**config.mk**
```make
export PLATFORM = sky130hd
export DESIGN_NAME = mem_arbiter
export DESIGN_NICKNAME = d
export VERILOG_FILES = /design/src/rtl/mem_arbiter.sv
export SDC_FILE = /design/constraint.sdc
export NUM_CORES = 1
export LEC_CHECK = 0
export CORE_MARGIN = 2
export CORE_UTILIZATION = 40
export DETAILED_ROUTE_END_ITERATION = 6
export HOLD_SLACK_MARGIN = 0.1
export PLACE_DENSITY = 0.79
export REMOVE_ABC_BUFFERS = 1
export SYNTH_ARGS = -nofsm -noshare
export SYNTH_HDL_FRONTEND = slang
export SYNTH_SLANG_ARGS = --single-unit
```
**constraint.sdc**
```tcl
create_clock -name clk -period 1.9 [get_ports clk]
set_clock_uncertainty 0.05 [all_clocks]
set_input_delay 0.285 -clock clk [delete_from_list [all_inputs] [get_ports clk]]
set_output_delay 0.285 -clock clk [all_outputs]
set_load 0.05 [all_outputs]
```
**src/rtl/mem_arbiter.sv**
```systemverilog
// Round-robin arbiter sharing one fixed-latency memory port between the
// instruction-fetch path and the load/store path of the MIPS core.
module mem_arbiter #(
    parameter int AW      = 32,
    parameter int DW      = 32,
    parameter int MEM_LAT = 2
) (
    input  logic          clk,
    input  logic          reset,
    input  logic          if_req,
    input  logic [AW-1:0] if_addr,
    output logic          if_ready,
    output logic [DW-1:0] if_rdata,
    input  logic          d_req,
    input  logic          d_we,
    input  logic [AW-1:0] d_addr,
    input  logic [DW-1:0] d_wdata,
    output logic          d_ready,
    output logic [DW-1:0] d_rdata,
    output logic          mem_en,
    output logic          mem_we,
    output logic [AW-1:0] mem_addr,
    output logic [DW-1:0] mem_wdata,
    input  logic [DW-1:0] mem_rdata,
    output logic          busy
);

    typedef enum logic [1:0] {IDLE, ACCESS, WAIT, RESP} state_t;

    state_t     state;
    state_t     next_state;
    logic       owner;
    logic       last_owner;
    logic [2:0] cnt;
    logic       any_req;
    logic       grant_data;

    // owner/last_owner encoding: 1 = data path, 0 = fetch path
    always_comb begin
        any_req    = if_req || d_req;
        grant_data = d_req && (!if_req || !last_owner);
    end

    always_ff @(posedge clk) begin
        if (!reset) begin
            state <= IDLE;
        end else begin
            state <= next_state;
        end
    end

    always_comb begin
        next_state = state;
        case (state)
            IDLE:    if (any_req) next_state = ACCESS;
            ACCESS:  next_state = WAIT;
            WAIT:    if (cnt == 3'd1) next_state = RESP;
            RESP:    next_state = IDLE;
            default: next_state = IDLE;
        endcase
    end

    // Grant registers, latency counter and per-requester read-data capture
    always_ff @(posedge clk) begin
        if (!reset) begin
            owner      <= 1'b0;
            last_owner <= 1'b0;
            cnt        <= 3'd0;
            mem_addr   <= '0;
            mem_we     <= 1'b0;
            mem_wdata  <= '0;
            if_rdata   <= '0;
            d_rdata    <= '0;
        end else begin
            case (state)
                IDLE: begin
                    if (any_req) begin
                        owner    <= grant_data;
                        mem_addr <= grant_data ? d_addr : if_addr;
                        mem_we   <= grant_data && d_we;
                        if (grant_data) begin
                            mem_wdata <= d_wdata;
                        end
                    end
                end
                ACCESS: begin
                    cnt <= 3'(MEM_LAT);
                end
                WAIT: begin
                    cnt <= cnt - 3'd1;
                    if (cnt == 3'd1 && !mem_we) begin
                        if (owner) begin
                            d_rdata <= mem_rdata;
                        end else begin
                            if_rdata <= mem_rdata;
                        end
                    end
                end
                RESP: begin
                    last_owner <= owner;
                end
                default: begin
                end
            endcase
        end
    end

    always_comb begin
        mem_en   = (state == ACCESS);
        busy     = (state != IDLE);
        if_ready = (state == RESP) && !owner;
        d_ready  = (state == RESP) && owner;
    end

endmodule

```
## Yosys cells after proc, flatten, opt, wreduce, memory -nomap -nowiden

Cells that the tools add are included.

- Input bits: 133
- Bits in latches: 0
- Flip-flop bits (word level): 136
- Memory bits (writable): 0
- Output and inout port bits: 133
- ROM bits: 0
- Word-level logic and storage cells: 41
- Memories: 0

- Bitwise gates (word level): 1
- Add/subtract/negate cells: 1
- Reduce and logical (&&, ||, !) cells: 19
- Shift-type cells: 0
- Multipliers: 0
- Multiplexer cells: 5
- Order comparisons: 0
- Div/mod/pow operators: 0
- Eq/ne operators: 6

Operators by type and width:

| operator | number |
|---|---|
| $mux 32 | 1 |
| $reduce_and 3->1 | 3 |
| $pmux 2 s4 | 1 |
| $pmux 3 s2 | 1 |
| $logic_and 1x1->1 | 5 |
| $eq 2x2->1 const B | 2 |
| $logic_not 1->1 | 4 |
| $mux 2 | 2 |
| $ne 2x2->1 const B | 2 |
| $reduce_and 2->1 | 2 |
| $reduce_bool 2->1 | 2 |
| $eq 3x1->1 const B | 1 |
| $sub 3x1->3 const B | 1 |
| $eq 2x1->1 const B | 1 |
| $logic_not 2->1 | 1 |
| $logic_or 1x1->1 | 2 |
| $not 1->1 | 1 |

## Depth between registers and ports, before layout

- Depth after elaboration: 4
- Mapped depth: 8
- Depth with buffers taken out: 5

## Least setup slack after synthesis

No wires, ideal clock.

- Kind: register -> register
- Start point: reg state[0]
- End point: reg d_rdata[0]
- Stages on the path, launching flop included: 8
- Setup slack: 0.149 ns
- Data arrival time: 1.582 ns
- Library setup time: 0.119 ns
- Path through: dfxtp_1 inv_1 ha_1 nand2_2 or4b_1 buf_6 buf_12 mux2i_1

- Cells in the longest elaborated chain, start to end: 2

RTL lines:

| what | line | source |
|---|---|---|
| from (decl) | 30 | `state_t state;` |
| from (signal assigned) | 48 | `state <= next_state;` |
| $eq 2x2->1 | 75 | `case (state)` |
| $reduce_and 3->1 (no source line) | -- |  |
| to (signal assigned) | 93 | `d_rdata <= mem_rdata;` |
| to (decl) | 19 | `output logic [DW-1:0] d_rdata,` |

Every way passes these cells.
A chain may end at the register's enable or synchronous reset.

## Final worst setup path

- Start point: reg mem_addr[8]
- End point: out mem_addr[8]

RTL lines:

| what | line | source |
|---|---|---|
| from (decl) | 22 | `output logic [AW-1:0] mem_addr,` |
| from (signal assigned) | 79 | `mem_addr <= grant_data ? d_addr : if_addr;` |

No word-level cell between the ends.

==> results.toml <==
[final_layout]
nNetsFinal = 1000
num_antenna_cells = 0
stdcell_count = 1048
drive_gt1_frac = 0.0803
post-route-util = 0.667
area_growth_pct = 62.3

[timing]
finalHoldViolations = 0
worst_pin_slew_ns = 0.663
fmax_mhz = 537
setup_violations = 0
min_period_over_period = 0.979
maxSlewHeadroom = 0.558
slew_viol_final = 0
setup_tns_ns = 0
period_minus_slack_ns = 1.86
grt_setup_unrepaired = "no"

[die]
start_util = 0.411
die_h_um = 121
row_count = 42
io_pins = 266
coreArea_um2 = 13200
die_w_um = 121
die_area_um2 = 14500

[routing]
wl_mm = 15.7
dr.pass1.iters = 4
drc = 0
drt-initial-drc-count = 333
route.vias.total = 5174
via_per_inst = 4.94
ant_nets = 0
routedWlPerCell_um = 15.0

[yosys]
synth_area_leader_cell = "dfxtp_1"
syn_area_um2 = 5440
synth_cell_types = 29
synthFlopType = "dfxtp_1"
ys_ff_latch = 136
avgSynthCellArea_um2 = 8.92
netlist_top_cells_count = "229 x nand2_1, 136 x dfxtp_1, 97 x mux2i_1"
yosysWarnings = 0
synthArstFlopShare = 0
synth_cells = 610
synth_edf_count = 0
synth_area_leaders = "dfxtp_1 50%, mux2i_1 18%, nand2_1 16%"
synth_most_common_cell = "nand2_1"
yosys.area.top_type_share = 0.500
yosysSeqAreaShare = 0.500

[worst_setup_path]
crit_chain = "clkdlybuf4s50_1"
startpoint_type = "flop"
critical_path_class = "flop to output pin"
r2r_cells = 6
cp.required_ns = 1.56
crit_family = "buffers and inverters"
path_max_fanout = 2
slowest_delay_ns = 0.80
end_kind = "output pin"
cp_slowest_cell = "clkdlybuf4s50_1"
critPathBufInv = 1
cp.depth = 1
cp.arrival_ns = 1.53

[power_and_ir_drop]
fin_total_pwr_w = 0.0100
power_density_nw_per_um2 = 1130
ir_drop_mv = 0.703
power_leakage_nw = 4.56

[global_routing]
antenna_found_initial = 0
grt_pass1_vias = 5094
overflow = 0
grt_pass1_wl_mm = 24.6
track_usage = 0.213
grt_max_degree = 65

[clocking]
clk_pin_slew_ns = 0.05
h-tree-depth = 4
cts_setup_buffers = 0
clk_latency_ns = 0.40
clock_sinks = 136
cts_tree = "built"
cts_buffer_depth = 2
ctsHoldBuffers = 0
cts_buffers = 17
root_buffer = "clkbuf_16"

[worst_hold_path]
holdPathStages = 2
hold_class = "input port to flop"

[place]
io_buffers = 265
place.gp.congestion = 0.760
dp_cells = 1017
hpwlAfterDp_mm = 11.2

[outcome]
outcome = "completed"

[flow_run]
cap_violations = 0
## sequential cells by signal (all words and copies together) (netlist names)
register,cells
state,2
mem_we,1
mem_addr,32
last_owner,1
d_rdata,32
owner,1
mem_wdata,32
if_rdata,32
cnt,3
## cells by family (layout without fill, tap and decap cells)
family | Yosys count | after routing | synth area share
simple gates | 242 | 242 | 0.174
flops | 136 | 136 | 0.500
mux | 97 | 97 | 0.178
compound gates | 78 | 78 | 0.0853
buf+inv | 51 | 313 | 0.0483
fa+ha+maj | 6 | 6 | 0.0138
## through the flow
stage | area (um2) | hold WS [ns] | setup slack, ns
final | 8830 | 0.302 | 0.0390
after global routing | 8830 | 0.294 | 0.0000238
after global placement | 8270 | 0.394 | 0.0817
after CTS | 8720 | 0.277 | 0.0000933
after detailed placement | 8270 | 0.402 | -0.0118
after floorplan | 5200 | 0.352 | -1.78
## what timing repair did
item | in CTS | in global routing
endpoints found under the setup margin | 83 | 62
cloned | 0 | 1
pin swaps | 0 | 0
resized for setup | 82 | 32
## path summary, 6_finish.rpt
path                                            startpoint                          to  slack, ns
worst max register to register         cnt[1]$_SDFFE_PN0P_    d_rdata[13]$_SDFFE_PN0P_       0.15
worst max-delay path              mem_addr[8]$_SDFFE_PN0P_                 mem_addr[8]       0.04
worst min-delay path                                 reset         cnt[2]$_SDFFE_PN0P_       0.30
worst min register to register  mem_wdata[22]$_SDFFE_PN0P_  mem_wdata[22]$_SDFFE_PN0P_       0.40
## final cells by class
type | count | area, um2
multi-input combinational | 423 | 2480
timing repair buffer | 278 | 2830
fill | 1098 | 4410
inverter | 5 | 18.8
clock inverter | 7 | 68.8
tap | 176 | 220
sequential | 136 | 2720
clock buffer | 23 | 488
## layout by cell type (no fill, tap or decap), types with 3 or more instances in the layout
cell	netlist	routed
clkbuf_16	0	18
clkinv_2	0	3
a31oi_1	33	33
inv_1	5	5
dfxtp_1	136	135
ha_1	6	5
buf_12	3	11
nand2_1	229	228
mux2i_1	97	97
clkdlybuf4s50_1	0	135
clkbuf_8	0	4
buf_4	3	20
a21boi_0	3	3
dlymetal6s2s_1	0	30
dlygate4sd2_1	0	81
o21ai_0	34	34
## where the power goes
group | leakage [nW] | switching [W] | internal (W)
Clock | 0.271 | 0.00115 | 0.00192
Combinational | 3.18 | 0.00229 | 0.00120
Sequential | 1.11 | 0.000205 | 0.00325
## routing by layer
metal	track usage	up-vias	routed length (um)
met3	0.0684	27	1300
met1	0.246	2389	6460
li1	-	2528	-
met4	0.0967	0	385
met5	0	-	0
met2	0.358	230	7530
Power figures use the tool's default switching activity.
==> variant 1 (config.mk and constraints unchanged) <==
Change the parameter `DW` from 32 to 48.
--- a/src/rtl/mem_arbiter.sv
+++ b/src/rtl/mem_arbiter.sv
@@ -2,7 +2,7 @@
 // instruction-fetch path and the load/store path of the MIPS core.
 module mem_arbiter #(
     parameter int AW      = 32,
-    parameter int DW      = 32,
+    parameter int DW      = 48,
     parameter int MEM_LAT = 2
 ) (
     input  logic          clk,
Ports: changed (5 resized); port bits go from 266 to 346. The function was not compared with the original's and may differ.
==> variant 1 against the original RTL <==
- routed wire length grew 30%
- cell count rose by 30%
- synthesized area up 32%
- sequential power increased by 32%
- worst setup slack better by 0.078 ns
- final area rose by 28%
- critical path type unchanged
- sequential cell count up 48
- synthesized cell count up 31%
- global-route usage is 0.30 points lower
- total power rose by 20%
- register-to-register slack better by 0.02 ns
- first-iteration DRC count fell by 38%
==> variant 1: results (changes against the original RTL) <==
| Metric | Value |
|---|---|
| DP HPWL | 14,500 um (+30%) |
| Worst-case clock buffer depth | 2 (unchanged) |
| CP top delay family | flip-flops |
| Total leakage power | 5.64 nW (+24%) |
| Unique cell type count in the Yosys netlist | 26 (-10%) |
| Final Instance Count excl. Fillers | 1,364 (+30%) |
| Fin nets | 1,293 (+29%) |
| Top Registers | d_rdata (48), if_rdata (48), mem_wdata (48) |
| CP Max Fanout | 3 (+1) |
| Xor and xnor area share after synthesis | 0% (unchanged) |
| P_int | 0.00747 W (+17%) |
| Largest net degree at the start of global routing | 75 (+15%) |
| Global Route Usage Sum | 21.0% (-0.30 points) |
| Worst-margin pin slew | 0.644 ns (-0.0189 ns) |
| Pre-CTS setup slack | 0.0243 ns (+0.0361 ns) |
| DRT iter0 DRCs | 206 (-38%) |
| Asr flop ratio synth | 0% (unchanged) |
| Sequential element share of the synthesized area | 51.2% (+1.2 points) |
| Clk root buf | clkbuf_16 |
| Status | finished clean |
| Hold WS | 0.358 ns (+0.0566 ns) |
| Critical path startpoint | state[0]$_SDFFE_PN0P_ |
| R2r setup slk | 0.17 ns (+0.02 ns) |
| Mux contribution to synthesized area | 20.2% (+2.3 points) |
| Synth Area in Adders | 1.04% (-0.34 points) |
| CTS Buf Count | 17 (unchanged) |
| Routability Congestion | 0.786 (+3.5%) |
| Port Buffer Count | 345 (+30%) |
| Vias in the first global route | 6,466 (+27%) |
| Via density | 4.80 (-2.8%) |
| Most frequent cells after synthesis | nand2_1 (310), dfxtp_1 (184), mux2i_1 (145) |
| Slowest Stage Delay on Critical Path | 0.31 ns (-0.49 ns) |
| Syn_area_per_cell | 8.99 um^2 (+0.84%) |
| Routed length per placed instance | 14.9 um (-0.46%) |
| Proportion of layout cells with a drive suffix above 1 | 7.93% (-0.098 points) |
| R2R Path End | d_rdata[34]$_SDFFE_PN0P_ |
| FILL cells | 1,550 (+41%) |
| Rows | 49 (+17%) |
| Peak supply drop | 0.711 mV (+1.2%) |
| Global-route wire length before repair | 32,900 um (+34%) |
| Critical Path End | d_ready |
| Reg2reg path depth | 6 (unchanged) |
| Main area contributors after synthesis | dfxtp_1 (51%), mux2i_1 (20%), nand2_1 (16%) |
| Post-synthesis compound-gate area fraction | 6.45% (-2.1 points) |
| Area after DPL | 10,900 um^2 (+32%) |
| Clock transition at the registers of the reported paths | 0.07 ns (+0.02 ns) |
| Worst setup margin | 0.117 ns (+0.0777 ns) |
| Antenna violations before repair | 0 (unchanged) |
| Critical-path top delay cell | dfxtp_1 |
-- variant 1: timing repair --
item                       4_1_cts  5_1_grt
setup endpoints to repair      139       11
gates cloned                     0        0
resized for setup              139       11
-- variant 1: worst min path at each step --
stage	from	end	cells after the start
detailed placement	if_rdata[20]$_SDFFE_PN0P_	if_rdata[20]$_SDFFE_PN0P_	2
CTS	d_wdata[18]	mem_wdata[18]$_SDFFE_PN0P_	3
finish	d_wdata[18]	mem_wdata[18]$_SDFFE_PN0P_	3
global route	d_wdata[2]	mem_wdata[2]$_SDFFE_PN0P_	3
global placement	if_rdata[12]$_SDFFE_PN0P_	if_rdata[12]$_SDFFE_PN0P_	2
floorplan	reset	cnt[2]$_SDFFE_PN0P_	1
-- variant 1: final cells by class --
type	instances	share of cell area [%]
flip-flops and latches	184	32.5
repair buffers	363	31.1
multi-input cells	551	28.6
clock buffers	19	3.91
well taps	229	2.53
clock inverters	13	1.14
inverters	5	0.166
-- variant 1: stage by stage --
stage          power (W)  util, %
3_5_place_dp     0.00892     61.3
6_report          0.0120     63.7
5_1_grt           0.0125     63.7
3_3_place_gp     0.00888     61.3
4_1_cts           0.0121     63.6
2_1_floorplan    0.00722        -
-- variant 1: power by group through the flow --
stage / registers [W] / logic [W] / clock network, W
floorplan: 0.00607 / 0.00115 / 0
global placement: 0.00463 / 0.00425 / 0
detailed placement: 0.00464 / 0.00428 / 0
CTS: 0.00455 / 0.00407 / 0.00350
global route: 0.00460 / 0.00428 / 0.00366
finish: 0.00455 / 0.00405 / 0.00342
-- variant 1: per-layer routing --
layer,track usage (%),wire [um],vias up
li1,-,-,3289
met1,23.8,8350,2979
met2,36.5,9770,247
met3,7.97,1690,31
met4,6.82,487,0
met5,0,0,-
-- variant 1: cell families (layout without fill, tap and decap cells) --
group	count (synthesis)	in the layout
flops	184	184
compound gates	78	78
fa+ha+maj	6	6
mux	145	145
simple gates	322	322
buf+inv	65	400
-- variant 1: worst min-delay path, stage by stage --
cell             delay, ns
clkdlybuf4s50_1       0.39
nand2_1               0.05
mux2i_1               0.05
==> variant 2 (same settings) <==
Made on the original files. Encoding of `state_t`: now Gray code (2 bits for 4 states).
--- a/src/rtl/mem_arbiter.sv
+++ b/src/rtl/mem_arbiter.sv
@@ -25,7 +25,7 @@
     output logic          busy
 );
 
-    typedef enum logic [1:0] {IDLE, ACCESS, WAIT, RESP} state_t;
+    typedef enum logic [1:0] {IDLE = 2'b00, ACCESS = 2'b01, WAIT = 2'b11, RESP = 2'b10} state_t;
 
     state_t     state;
     state_t     next_state;
Check against the original RTL: no difference found for any inputs over 4 cycles, from zero or initial values and one cycle with reset low; so few cycles prove little.
==> variant 2 against the original RTL <==
- non-clock buffer count up 3
- worst setup slack about the same
- sequential share of layout area up 0.10 points
- via count up 2.0%
- worst hold slack worse by 0.12 ns
- synthesized area up 0.60%
- utilization down 0.51 points
- sequential cell count unchanged
- routed wire length up 3.1%
- final area down 0.37%
Power is not compared: it rests on default switching activity, and its combinational part moved more than twofold at a synthesized area within 25%.
==> variant 2: results (changes against the original RTL) <==
| Metric | Value |
|---|---|
| Asr flop ratio synth | 0% (unchanged) |
| DRT iter0 DRCs | 331 (-0.60%) |
| Crit path DAT | 1.53 ns (about the same) |
| Slew Limit Fails | 0 (unchanged) |
| Worst skew pair latency | 0.41 ns |
| Pre-CTS setup slack | -0.0247 ns (-0.0129 ns) |
| TritonRoute pass-1 iters | 4 (unchanged) |
| Global-route wire length before repair | 25,400 um (+3.1%) |
| Critical-path top delay cell | clkdlybuf4s50_1 |
| Main area contributors after synthesis | dfxtp_1 (50%), mux2i_1 (18%), nand2_1 (16%) |
| Sequential element share of the synthesized area | 49.7% (-0.30 points) |
| Top cell type's share of synthesized area | 49.7% (-0.30 points) |
| Vias in the first global route | 5,243 (+2.9%) |
| Setup Buffers After CTS | 0 (unchanged) |
| Largest net degree at the start of global routing | 87 (+34%) |
| Sw Ratio | 27.4% |
| Ant. Diodes | 0 (unchanged) |
| DP HPWL | 11,500 um (+3.2%) |
| Most frequent cells after synthesis | nand2_1 (228), dfxtp_1 (136), mux2i_1 (96) |
| Proportion of layout cells with a drive suffix above 1 | 7.44% (-0.59 points) |
| Fin nets | 996 (-0.40%) |
| Via density | 5.03 (+1.8%) |
| Depth of the CTS H-tree | 4 (unchanged) |
| Total leakage power | ~4.4 nW |
| Worst-case clock buffer depth | 2 (unchanged) |
| Yosys warns | 0 (unchanged) |
| Worst hold path type | in -> reg |
| Port Buffer Count | 265 (unchanged) |
| Antenna violations before repair | 0 (unchanged) |
| Routed wire length | 16,200 um (+3.1%) |
| Unique cell type count in the Yosys netlist | 31 (+6.9%) |
| Routability Congestion | 0.792 (+4.2%) |
| CP top delay family | buffers and inverters |
| Peak supply drop | 0.551 mV |
| Area after DPL | 8290 um^2 (+0.33%) |
| Slowest Stage Delay on Critical Path | 0.80 ns (about the same) |
| Global Route Usage Sum | 21.9% (+0.63 points) |
| Status | finished clean |
| CP Max Fanout | 2 (unchanged) |
| Slew HR | 58.0% (+2.2 points) |
| Clk root buf | clkbuf_16 |
| Clock transition at the registers of the reported paths | 0.05 ns (about the same) |
## variant 2: changes by cell type in the layout (fill, tap and decap cells not counted), moves of 4 or more
cell,change
a21oi_1,+36
a311oi_1,+32
a31oi_1,-32
o21ai_0,-31
dlygate4sd2_1,+10
dlymetal6s2s_1,-5
buf_4,+4
clkbuf_1,+4
clkbuf_8,-4
## variant 2: logic make-up after synthesis
family | share of synthesized area [%]
AND/OR/NAND/NOR | 17.7
adder cells (fa/ha/maj) | 0.457
flip-flops | 49.7
AO/OA/AOI/OAI | 9.56
multiplexers | 17.6
buffers and inverters | 5.01
## variant 2: what timing repair did
| item | CTS | global route |
|---|---|---|
| setup endpoints to repair | 91 | 26 |
| resized for setup | 91 | 26 |
| pin swaps | 0 | 0 |
## variant 2: final cells by class
type                            instances  area (um^2)
Fill cell                            1071         4500
Timing Repair Buffer                  281         2790
Sequential cell                       136         2720
Multi-Input combinational cell        420         2490
Clock buffer                           23          448
Tap cell                              176          220
Clock inverter                          9          101
Inverter                                5         18.8
## variant 2: metal layers
metal / up-vias / wire length (um) / track usage, % / part of all wire, %
met2: 234 / 8010 / 37.9 / 50
met5: - / 0 / 0 / 0
li1: 2558 / - / - / -
met1: 2456 / 6340 / 24.6 / 39
met4: 0 / 408 / 9.74 / 2.5
met3: 30 / 1390 / 6.86 / 8.6
## variant 2: power groups by stage
stage	Clock, W	Sequential (W)	Combinational (W)
4_1_cts	0.00316	0.00305	0.00140
2_1_floorplan	0	0.00351	0.000340
6_report	0.00307	0.00305	0.00139
3_3_place_gp	0	0.00310	0.00143
5_1_grt	0.00329	0.00306	0.00148
3_5_place_dp	0	0.00311	0.00146
## variant 2: final timing paths
check / start / endpoint / slack [ns] / cells after the start
hold reg to reg: d_rdata[18]$_SDFFE_PN0P_ / d_rdata[18]$_SDFFE_PN0P_ / 0.40 / 2
setup reg to reg: cnt[1]$_SDFFE_PN0P_ / if_rdata[16]$_SDFFE_PN0P_ / 0.18 / 6
setup / recovery: if_rdata[17]$_SDFFE_PN0P_ / if_rdata[17] / 0.04 / 1
hold / removal: reset / owner$_SDFFE_PN0P_ / 0.19 / 2
## variant 2: per-stage QoR
stage                     utilization, %  instances
final                               66.2       1050
after global routing                66.2       1050
after CTS                           65.7       1050
after detailed placement            62.4       1018
after global placement              62.4       1018
after floorplan                        -        561
